<file path="config.mk">
export PLATFORM = sky130hd
export DESIGN_NAME = fb_bitserial_scheduler_flat
export DESIGN_NICKNAME = d
export VERILOG_FILES = /design/src/rtl/fb_bitserial_scheduler_if.sv /design/src/rtl/fb_bitserial_scheduler.sv /design/src/flat_wrapper.sv
export SDC_FILE = /design/constraint.sdc
export NUM_CORES = 1
export LEC_CHECK = 0
export CORE_MARGIN = 5
export CORE_UTILIZATION = 60
export DETAILED_ROUTE_END_ITERATION = 10
export DONT_BUFFER_PORTS = 1
export PLACE_DENSITY = 0.76
export SLEW_MARGIN = 0
export SYNTH_ARGS = -nofsm -noshare
export SYNTH_HDL_FRONTEND = slang
export SYNTH_SLANG_ARGS = --single-unit
</file>
<file path="constraint.sdc">
create_clock -name clk_ext -period 3.4 [get_ports clk_ext]
set_input_delay 0.68 -clock clk_ext [delete_from_list [all_inputs] [get_ports clk_ext]]
set_output_delay 0.68 -clock clk_ext [all_outputs]
set_load 0.02 [all_outputs]
</file>
<file path="src/rtl/fb_bitserial_scheduler_if.sv">
// Feedback-word handshake bundle between the up/down counter (master) and the scheduler (slave).
// A word transfers on a posedge where fb_valid and fb_ready are both high; fb_ready is a flop output with no path from fb_valid.
interface fb_bitserial_scheduler_if #(
    parameter int N_BITS = 10
) ();
    logic [N_BITS-1:0] fb_word;
    logic              fb_valid;
    logic              fb_ready;

    modport master (
        output fb_word,
        output fb_valid,
        input  fb_ready
    );

    modport slave (
        input  fb_word,
        input  fb_valid,
        output fb_ready
    );
endinterface

</file>
<file path="src/rtl/fb_bitserial_scheduler.sv">
// Binary-weighted bit-serial scheduler: slot c emits bit N_BITS-1-tz(c) of the active word,
// with a double-buffered feedback word that swaps in only at slot 0.
module fb_bitserial_scheduler #(
    parameter int N_BITS = 10
) (
    input  logic                   clk_ext,
    input  logic                   rstb_ext,
    input  logic                   en,
    fb_bitserial_scheduler_if.slave fb,
    input  logic                   clr_underrun,
    output logic                   out_muxed,
    output logic [N_BITS-1:0]      sel_onehot,
    output logic                   frame_start,
    output logic                   underrun,
    output logic [N_BITS-1:0]      dbg_slot,
    output logic [N_BITS-1:0]      dbg_active,
    output logic                   dbg_shadow_full
);
    localparam int IDX_W = (N_BITS > 1) ? $clog2(N_BITS) : 1;

    logic [N_BITS-1:0] slot_q, slot_d;
    logic [N_BITS-1:0] active_q, active_d;
    logic [N_BITS-1:0] shadow_q, shadow_d;
    logic              shadow_full_q, shadow_full_d;
    logic              underrun_q, underrun_d;
    logic              out_muxed_q, out_muxed_d;
    logic [N_BITS-1:0] sel_onehot_q, sel_onehot_d;
    logic              frame_start_q, frame_start_d;

    logic              xfer;
    logic              boundary;
    logic              underrun_set;
    logic [IDX_W-1:0]  tz;
    logic [IDX_W-1:0]  bit_idx;

    always_comb begin
        xfer          = fb.fb_valid & ~shadow_full_q;
        boundary      = en & (slot_q == '0);
        underrun_set  = 1'b0;
        slot_d        = slot_q;
        active_d      = active_q;
        shadow_d      = shadow_q;
        shadow_full_d = shadow_full_q;
        out_muxed_d   = 1'b0;
        sel_onehot_d  = '0;
        frame_start_d = 1'b0;

        if (en) begin
            slot_d = slot_q + 1'b1;
        end

        // An empty shadow at slot 0 lets a same-cycle transfer bypass straight into active.
        if (boundary) begin
            if (shadow_full_q) begin
                active_d      = shadow_q;
                shadow_full_d = 1'b0;
            end else if (xfer) begin
                active_d = fb.fb_word;
            end else begin
                underrun_set = 1'b1;
            end
        end else if (xfer) begin
            shadow_d      = fb.fb_word;
            shadow_full_d = 1'b1;
        end

        if (underrun_set) begin
            underrun_d = 1'b1;
        end else if (clr_underrun) begin
            underrun_d = 1'b0;
        end else begin
            underrun_d = underrun_q;
        end

        // Lowest set bit of the slot number; scanning downward leaves it last.
        tz = '0;
        for (int i = N_BITS - 1; i >= 0; i--) begin
            if (slot_q[i]) begin
                tz = IDX_W'(i);
            end
        end
        bit_idx = IDX_W'(N_BITS - 1) - tz;

        if (en) begin
            if (slot_q == '0) begin
                frame_start_d = 1'b1;
            end else begin
                sel_onehot_d = N_BITS'(1) << bit_idx;
                out_muxed_d  = active_d[bit_idx];
            end
        end
    end

    always_ff @(posedge clk_ext) begin
        if (!rstb_ext) begin
            slot_q        <= '0;
            active_q      <= '0;
            shadow_q      <= '0;
            shadow_full_q <= 1'b0;
            underrun_q    <= 1'b0;
            out_muxed_q   <= 1'b0;
            sel_onehot_q  <= '0;
            frame_start_q <= 1'b0;
        end else begin
            slot_q        <= slot_d;
            active_q      <= active_d;
            shadow_q      <= shadow_d;
            shadow_full_q <= shadow_full_d;
            underrun_q    <= underrun_d;
            out_muxed_q   <= out_muxed_d;
            sel_onehot_q  <= sel_onehot_d;
            frame_start_q <= frame_start_d;
        end
    end

    assign fb.fb_ready       = ~shadow_full_q;
    assign out_muxed         = out_muxed_q;
    assign sel_onehot        = sel_onehot_q;
    assign frame_start       = frame_start_q;
    assign underrun          = underrun_q;
    assign dbg_slot          = slot_q;
    assign dbg_active        = active_q;
    assign dbg_shadow_full   = shadow_full_q;
endmodule
</file>
<file path="src/flat_wrapper.sv">
// flat-port wrapper written by rule: the top's interface ports become plain ports
module fb_bitserial_scheduler_flat 
#(
    parameter int N_BITS = 10
)
  (clk_ext, rstb_ext, en, clr_underrun, out_muxed, sel_onehot, frame_start, underrun, dbg_slot, dbg_active, dbg_shadow_full, fb_fb_word, fb_fb_valid, fb_fb_ready);
  fb_bitserial_scheduler_if #(.N_BITS(N_BITS)) fb_i ();
  input  logic clk_ext;
  input  logic rstb_ext;
  input  logic en;
  input  logic clr_underrun;
  output logic out_muxed;
  output logic [N_BITS-1:0] sel_onehot;
  output logic frame_start;
  output logic underrun;
  output logic [N_BITS-1:0] dbg_slot;
  output logic [N_BITS-1:0] dbg_active;
  output logic dbg_shadow_full;
  input wire logic [$bits(fb_i.fb_word)-1:0] fb_fb_word;
  input wire logic [$bits(fb_i.fb_valid)-1:0] fb_fb_valid;
  output wire logic [$bits(fb_i.fb_ready)-1:0] fb_fb_ready;
  assign fb_i.fb_word = fb_fb_word;
  assign fb_i.fb_valid = fb_fb_valid;
  assign fb_fb_ready = fb_i.fb_ready;
  fb_bitserial_scheduler #(.N_BITS(N_BITS)) u_core (.clk_ext(clk_ext), .rstb_ext(rstb_ext), .en(en), .fb(fb_i), .clr_underrun(clr_underrun), .out_muxed(out_muxed), .sel_onehot(sel_onehot), .frame_start(frame_start), .underrun(underrun), .dbg_slot(dbg_slot), .dbg_active(dbg_active), .dbg_shadow_full(dbg_shadow_full));
endmodule
</file>
# After elaboration in Yosys (flattened, before gate mapping)
# Cells that the tools add are included.
# op_classes
addsub	2
n_reduce_logical	6
muxes	21
shifts	1
n_lt_le_gt_ge	1
bitwise_logic	6
# ops
operator	count
two-way mux 4 bit	10
two-way mux 10 bit	3
adder 10 x 1 -> 10 bit, second input constant	1
logical NOT 10 bit	1
left shift 1 x 4 -> 10 bit, first input constant	1
two-way mux 1 bit	7
< comparator 4 x 5 -> 1 bit, second input constant	1
binary-select mux 1 bit (select 4 bit)	1
NOT 1 bit	4
AND reduction 2 bit	2
subtractor 4 bit, first input constant	1
OR reduction 3 bit	1
AND 1 bit	2
nonzero test 2 bit	1
OR reduction 2 bit	1
# word_totals
regBits	44
in_bits	15
word_cells	45
out_inout_bits	35

# Longest topological paths before layout
# Gate-level depths: netlist of run 1.
# logic_depth
word_depth	13
depth_mapped	10
depth_no_buf	9

# Worst setup path after synthesis of run 1
# No wires, ideal clock.
# synth_timing
path_kind	register -> register
startpoint	register u_core.slot_q[2], in the netlist u_core.dbg_slot[2]
endpoint	register u_core.out_muxed_q, in the netlist u_core.out_muxed
setup_ns	0.065
t_arrival_ns	2.610
required_time_ns	3.335
stages_incl_launch_ff	10
slack_ns	0.725
synth_period_minus_slack_ns	2.675
n_path_buf	2
path_cell_list	dfxtp_1 > clkbuf_1 > nor2_1 > clkbuf_1 > nand3_1 > ha_1 > or4_4 > a211oi_2 > or3b_1 > nand4b_1
# synth_via
elab_chain_len	6
word_cells_on_any_way	10
classes_between	1 x add/sub; 6 x mux; 1 x bitwise; 2 x reduce/logical
# synth_lines
item	line_no	source
start: declaration	fb_bitserial_scheduler.sv:21	logic [N_BITS-1:0] slot_q, slot_d;
start signal: assignment	fb_bitserial_scheduler.sv:105	slot_q <= slot_d;
two-way mux 4 bit (3 in a row)	fb_bitserial_scheduler.sv:78	if (slot_q[i]) begin
subtractor 4 bit	fb_bitserial_scheduler.sv:82	bit_idx = IDX_W'(N_BITS - 1) - tz;
binary-select mux 1 bit (select 4 bit)	fb_bitserial_scheduler.sv:89	out_muxed_d = active_d[bit_idx];
two-way mux 1 bit (not written as such)	fb_bitserial_scheduler.sv:89	
end signal: assignment	fb_bitserial_scheduler.sv:110	out_muxed_q <= out_muxed_d;
end: declaration	fb_bitserial_scheduler.sv:26	logic out_muxed_q, out_muxed_d;
# Several ways; a longest one is shown, not always the timed one. The select of a mux whose other input is x is not followed.
# A chain may end at the register's enable or synchronous reset.

# Worst setup path after layout of run 1
# Ends and elaborated chain as after synthesis.

==> results of run 1 <==
[Yosys cell counts, drive strengths merged, types with 6 or more instances]
cell type / count / area, um2
nor2: 48 / 180
dfxtp: 44 / 881
mux2i: 12 / 120
o22ai: 10 / 62.6
clkbuf: 8 / 30.0
nand2: 8 / 32.5
inv: 6 / 22.5
[state kept, by name (all words and copies together) (netlist names)]
| register | count |
|---|---|
| u_core.sel_onehot | 10 |
| u_core.dbg_active | 10 |
| u_core.shadow_q | 10 |
| u_core.frame_start | 1 |
| u_core.out_muxed | 1 |
| u_core.underrun | 1 |
| u_core.dbg_shadow_full | 1 |
| u_core.dbg_slot | 10 |
[layer usage]
| layer | wire length [um] | vias up | GRT usage [%] |
|---|---|---|---|
| li1 | - | 847 | - |
| met5 | 0 | - | 0 |
| met4 | 66 | 0 | 7.79 |
| met2 | 2370 | 71 | 38.4 |
| met3 | 432 | 7 | 8.10 |
| met1 | 2010 | 818 | 26.0 |
[metrics by stage]
step / worst slack, ps / instances / area, um2
2_1_floorplan: 725 / 235 / 2070
3_3_place_gp: 663 / 271 / 2090
3_5_place_dp: 578 / 271 / 2090
4_1_cts: 545 / 279 / 2170
5_1_grt: 385 / 279 / 2170
6_report: 563 / 279 / 2170
[worst paths after layout]
path,to,slack [ps],from,cells past startpoint
max,u_core.out_muxed,560,u_core.dbg_slot[2],9
min,u_core.dbg_active[3],430,rstb_ext,2
max reg2reg,u_core.out_muxed,560,u_core.dbg_slot[2],9
min reg2reg,u_core.shadow_q[6],520,u_core.shadow_q[6],2
[cell type report]
class | instances | area (um2) | area share, %
Clock buffer | 5 | 37.5 | 1.73
Tap cell | 46 | 57.6 | 2.65
Clock inverter | 3 | 46.3 | 2.13
Sequential cell | 44 | 881 | 40.5
Multi-Input combinational cell | 171 | 1100 | 50.7
Timing Repair Buffer | 3 | 22.5 | 1.04
Inverter | 7 | 26.3 | 1.21
[cells by family after synthesis]
logic type | count (synthesis)
buffers and inverters | 20
AOI/OAI and AO/OA | 49
adders and majority gates | 3
muxes | 12
DFF | 44
xor gates and xnor gates | 7
and+or+nand+nor | 100
[power by group]
part / switching [W] / leakage [nW] / total (W) / internal, W
clock: 0.000178 / 0.0418 / 0.000335 / 0.000157
sequential: 0.0000472 / 0.358 / 0.000589 / 0.000542
combinational: 0.0000789 / 0.401 / 0.000138 / 0.0000592
==> reports/summary.txt, run 1 <==
Status: finished clean
Worst Path Buf+Inv: 1
# DRC: 0
HPWL after DPL: 3530 um
Core area: 3340 um2
Gpl congestion: 0.849
DR vias: 1743
Hold Crit Class: in2reg
Global route overflow: 0
DR vias/cell: 6.25
Slew headroom: 35.4%
Fin nets: 250
Skew final: 8.33 ps
Seq/Total Area, Yosys: 42.5%
Row count: 21
DIE WIDTH: 68.8 um
Ys flop type: dfxtp_1
Initial Utilization: 62.1%
Clk Latency, worst-skew pair: 370 ps
TritonCTS buffer count: 5
Fin crit share: 83.4%
Leakage power: 0.801 nW
Final hold violations: 0
Diodes inserted: 0
Fraction of registers with async set/reset: 0%
Worst EP required: 3720 ps
Global-route wire length before repair: 7940 um
CP top delay family: simple AND/OR/NAND/NOR gates
Cell area after synthesis: 2070 um2
Synth Area in Compound Gates: 18.0%
Vias in the first global route: 1719
Largest family of logic cells by synthesized area: simple AND/OR/NAND/NOR gates
Global Route Usage Sum: 22.5%
CP cell instances: nor2_1 -> buf_4 -> o31a_1 -> nand2b_1 -> ha_1 -> or4_4 -> a211oi_2 -> or3b_1 -> nand4b_1
Actual slew at the worst max-slew pin: 968 ps
Pre-Repair DR Iteration Count: 7
Final wirelength: 4880 um
Largest net degree at the start of global routing: 32
Hold buffer count at cts: 0
I/O pin count: 50
Num Clock Sinks: 44
Share of layout cells above drive strength 1: 10.7%
Area delta synth->final: 4.83%
CP endpoint kind: flop
Clk slew on worst S/H paths: 140 ps
Fin crit period: 2840 ps
Crit-path slowest cell: dfxtp_1
Area share of fa/ha/maj cells after synthesis: 1.81%
Commonest non-fill, non-tap cell in the layout: nor2_1
Clock tree from TritonCTS: built
Post-synthesis mux area share: 5.79%
Syn nets: 253
Htree depth: 2
Simple-gate share of the synthesized area: 24.6%
Drt wl/cell: 17.5 um
Post-route setup TNS: 0 ps
# setup viols final: 0
CP Launch Type: flop
Netlist cell types: 49
PortBufs: 0
Initial antenna violation count: 0
Fillers: 301
Mean Syn Cell Area: 8.82 um2
Commonest non-fill, non-tap cells in the layout: nor2_1 (48), dfxtp_1 (44), mux2i_1 (12), o22ai_1 (10), nand2_1 (7)
Synth Area in XOR/XNOR: 2.96%
Max Fanout on Critical Path: 13
Yosys reg bits: 44
RSZ-0062 raised after global routing: no
Synthesis Warnings: 0
Cell area power density: 489 nW/um2
Critical path arrival: 3160 ps
Antenna Nets Post-Route: 0
DIE AREA: 4730 um2
Peak Freq: 0.353 GHz
Design Power: 0.00106 W
Hold slack: 430 ps
Root buffer cell: clkbuf_4
Die span in y: 68.8 um
# Post-CTS Setup Buffers: 0
Initial DRC Count: 109
Max VDD drop: 0.248 mV
Cells after synthesis: 235
Slowest cell delay on critical path: 640 ps
Post-synth EDFFs: 0
CTS-repair resized insts: 0
Maximum clock path buffer count: 2
Max-slew violation count: 0
WS Path Type: reg2reg
Fin util: 65.1%
Max Cap Viol: 0
Note: power is estimated with default switching activity, not from simulation.
==> run 2, diff against run 1 <==
- clock period: 3.4 -> 2.7 ns (I/O delays scaled with it)
==> run 2 against run 1 <==
Sequential cell count unchanged. Worst hold slack got worse by 130 ps. Clock-buffer cell count unchanged. Register-to-register slack got worse by 370 ps. Cell area increased by 5.2%. Die area unchanged. Critical path depth decreased by 1. Sequential share of layout area decreased by 2.0 points. Wire length increased by 8.8%. Non-clock buffer count increased by 15. Via count increased by 4.2%.
==> reports/summary.txt, run 2 (synthesis results as in run 1) <==
Status: finished clean
Peak Freq: 0.400 GHz
Place WS: 235 ps
Worst EP required: 3020 ps
Initial Utilization: 62.1%
Max-slew violation count: 0
Initial antenna violation count: 0
Final hold violations: 0
Global Route Usage Sum: 23.9%
DIE AREA: 4730 um2
Slew headroom: 58.8%
Clk slew on worst S/H paths: 140 ps
Share of layout cells above drive strength 1: 16.1%
HPWL after DPL: 4040 um
Row count: 21
WS Path Type: reg2reg
Design Power: 0.00136 W
Global route overflow: 0
Hold Crit Class: in2reg
RSZ-0062 raised after global routing: no
Diodes inserted: 0
TritonCTS buffer count: 5
PortBufs: 0
Num Clock Sinks: 44
Cell area power density: 593 nW/um2
Clock tree from TritonCTS: built
CTS-repair resized insts: 0
Pre-Repair DR Iteration Count: 5
Max Fanout on Critical Path: 8
Actual slew at the worst max-slew pin: 612 ps
# DRC: 0
Root buffer cell: clkbuf_4
Fin nets: 265
Final wirelength: 5310 um
Fin crit share: 92.7%
Maximum clock path buffer count: 2
Hold slack: 303 ps
Drt wl/cell: 18.0 um
Commonest non-fill, non-tap cell in the layout: nor2_1
Core area: 3340 um2
Antenna Nets Post-Route: 0
Htree depth: 2
DR vias/cell: 6.18
Die span in y: 68.8 um
CP endpoint kind: flop
Max Cap Viol: 0
Max VDD drop: 0.338 mV
Largest net degree at the start of global routing: 19
Initial DRC Count: 158
Gpl congestion: 0.860
Vias in the first global route: 1804
Commonest non-fill, non-tap cells in the layout: nor2_1 (48), dfxtp_1 (44), buf_4 (18), mux2i_1 (12), o22ai_1 (10)
Critical path arrival: 2830 ps
I/O pin count: 50
# Post-CTS Setup Buffers: 0
Leakage power: 0.881 nW
DIE WIDTH: 68.8 um
CP Launch Type: flop
Area delta synth->final: 10.3%
Hold buffer count at cts: 0
Global-route wire length before repair: 8480 um
Clk Latency, worst-skew pair: 370 ps
# setup viols final: 0
Post-route setup TNS: 0 ps
Fin util: 68.5%
Fin crit period: 2500 ps
DR vias: 1817
Skew final: 12.1 ps
Fin worst setup slack: 198 ps
run 2: layer usage:
metal	vias up	part of all wire, %	track usage (%)
met5	-	0	0
met4	0	2.2	7.79
met3	15	7.3	6.16
met2	68	51	43.3
met1	851	39	27.2
li1	883	-	-
run 2: final cells by class:
type                       instances  area [um2]
clock buffer                       5        37.5
tap                               46        57.6
fill                             295        1050
timing repair buffer              18         135
multi-input combinational        171        1100
clock inverter                     3        47.5
sequential                        44         881
inverter                           7        26.3
run 2: metrics by stage:
stage                     cells  cell area [um2]
final                       294             2290
after global routing        294             2290
after CTS                   292             2270
after detailed placement    284             2190
after global placement      284             2190
after floorplan             235             2070
run 2: final timing paths:
path                                           end               start  slack (ps)  cells after the start
worst max-delay path              u_core.out_muxed  u_core.dbg_slot[7]         200                      8
worst min-delay path            u_core.dbg_slot[0]                  en         300                      2
worst max register to register    u_core.out_muxed  u_core.dbg_slot[7]         200                      8
worst min register to register  u_core.shadow_q[8]  u_core.shadow_q[8]         520                      2
run 2: power breakdown:
group	internal, W	total (W)	switching, W
Sequential	0.000682	0.000734	0.0000516
Combinational	0.0000860	0.000198	0.000112
Clock	0.000198	0.000424	0.000226
Total	0.000966	0.00136	0.000389
run 2: critical path: stages (launching register included):
cell and delay, ps:
dfxtp_1 340, buf_4 180, or4_4 440, nand3_1 110, ha_1 240, nand3b_1 250
or3_1 440, o311a_1 360, nand4b_1 90
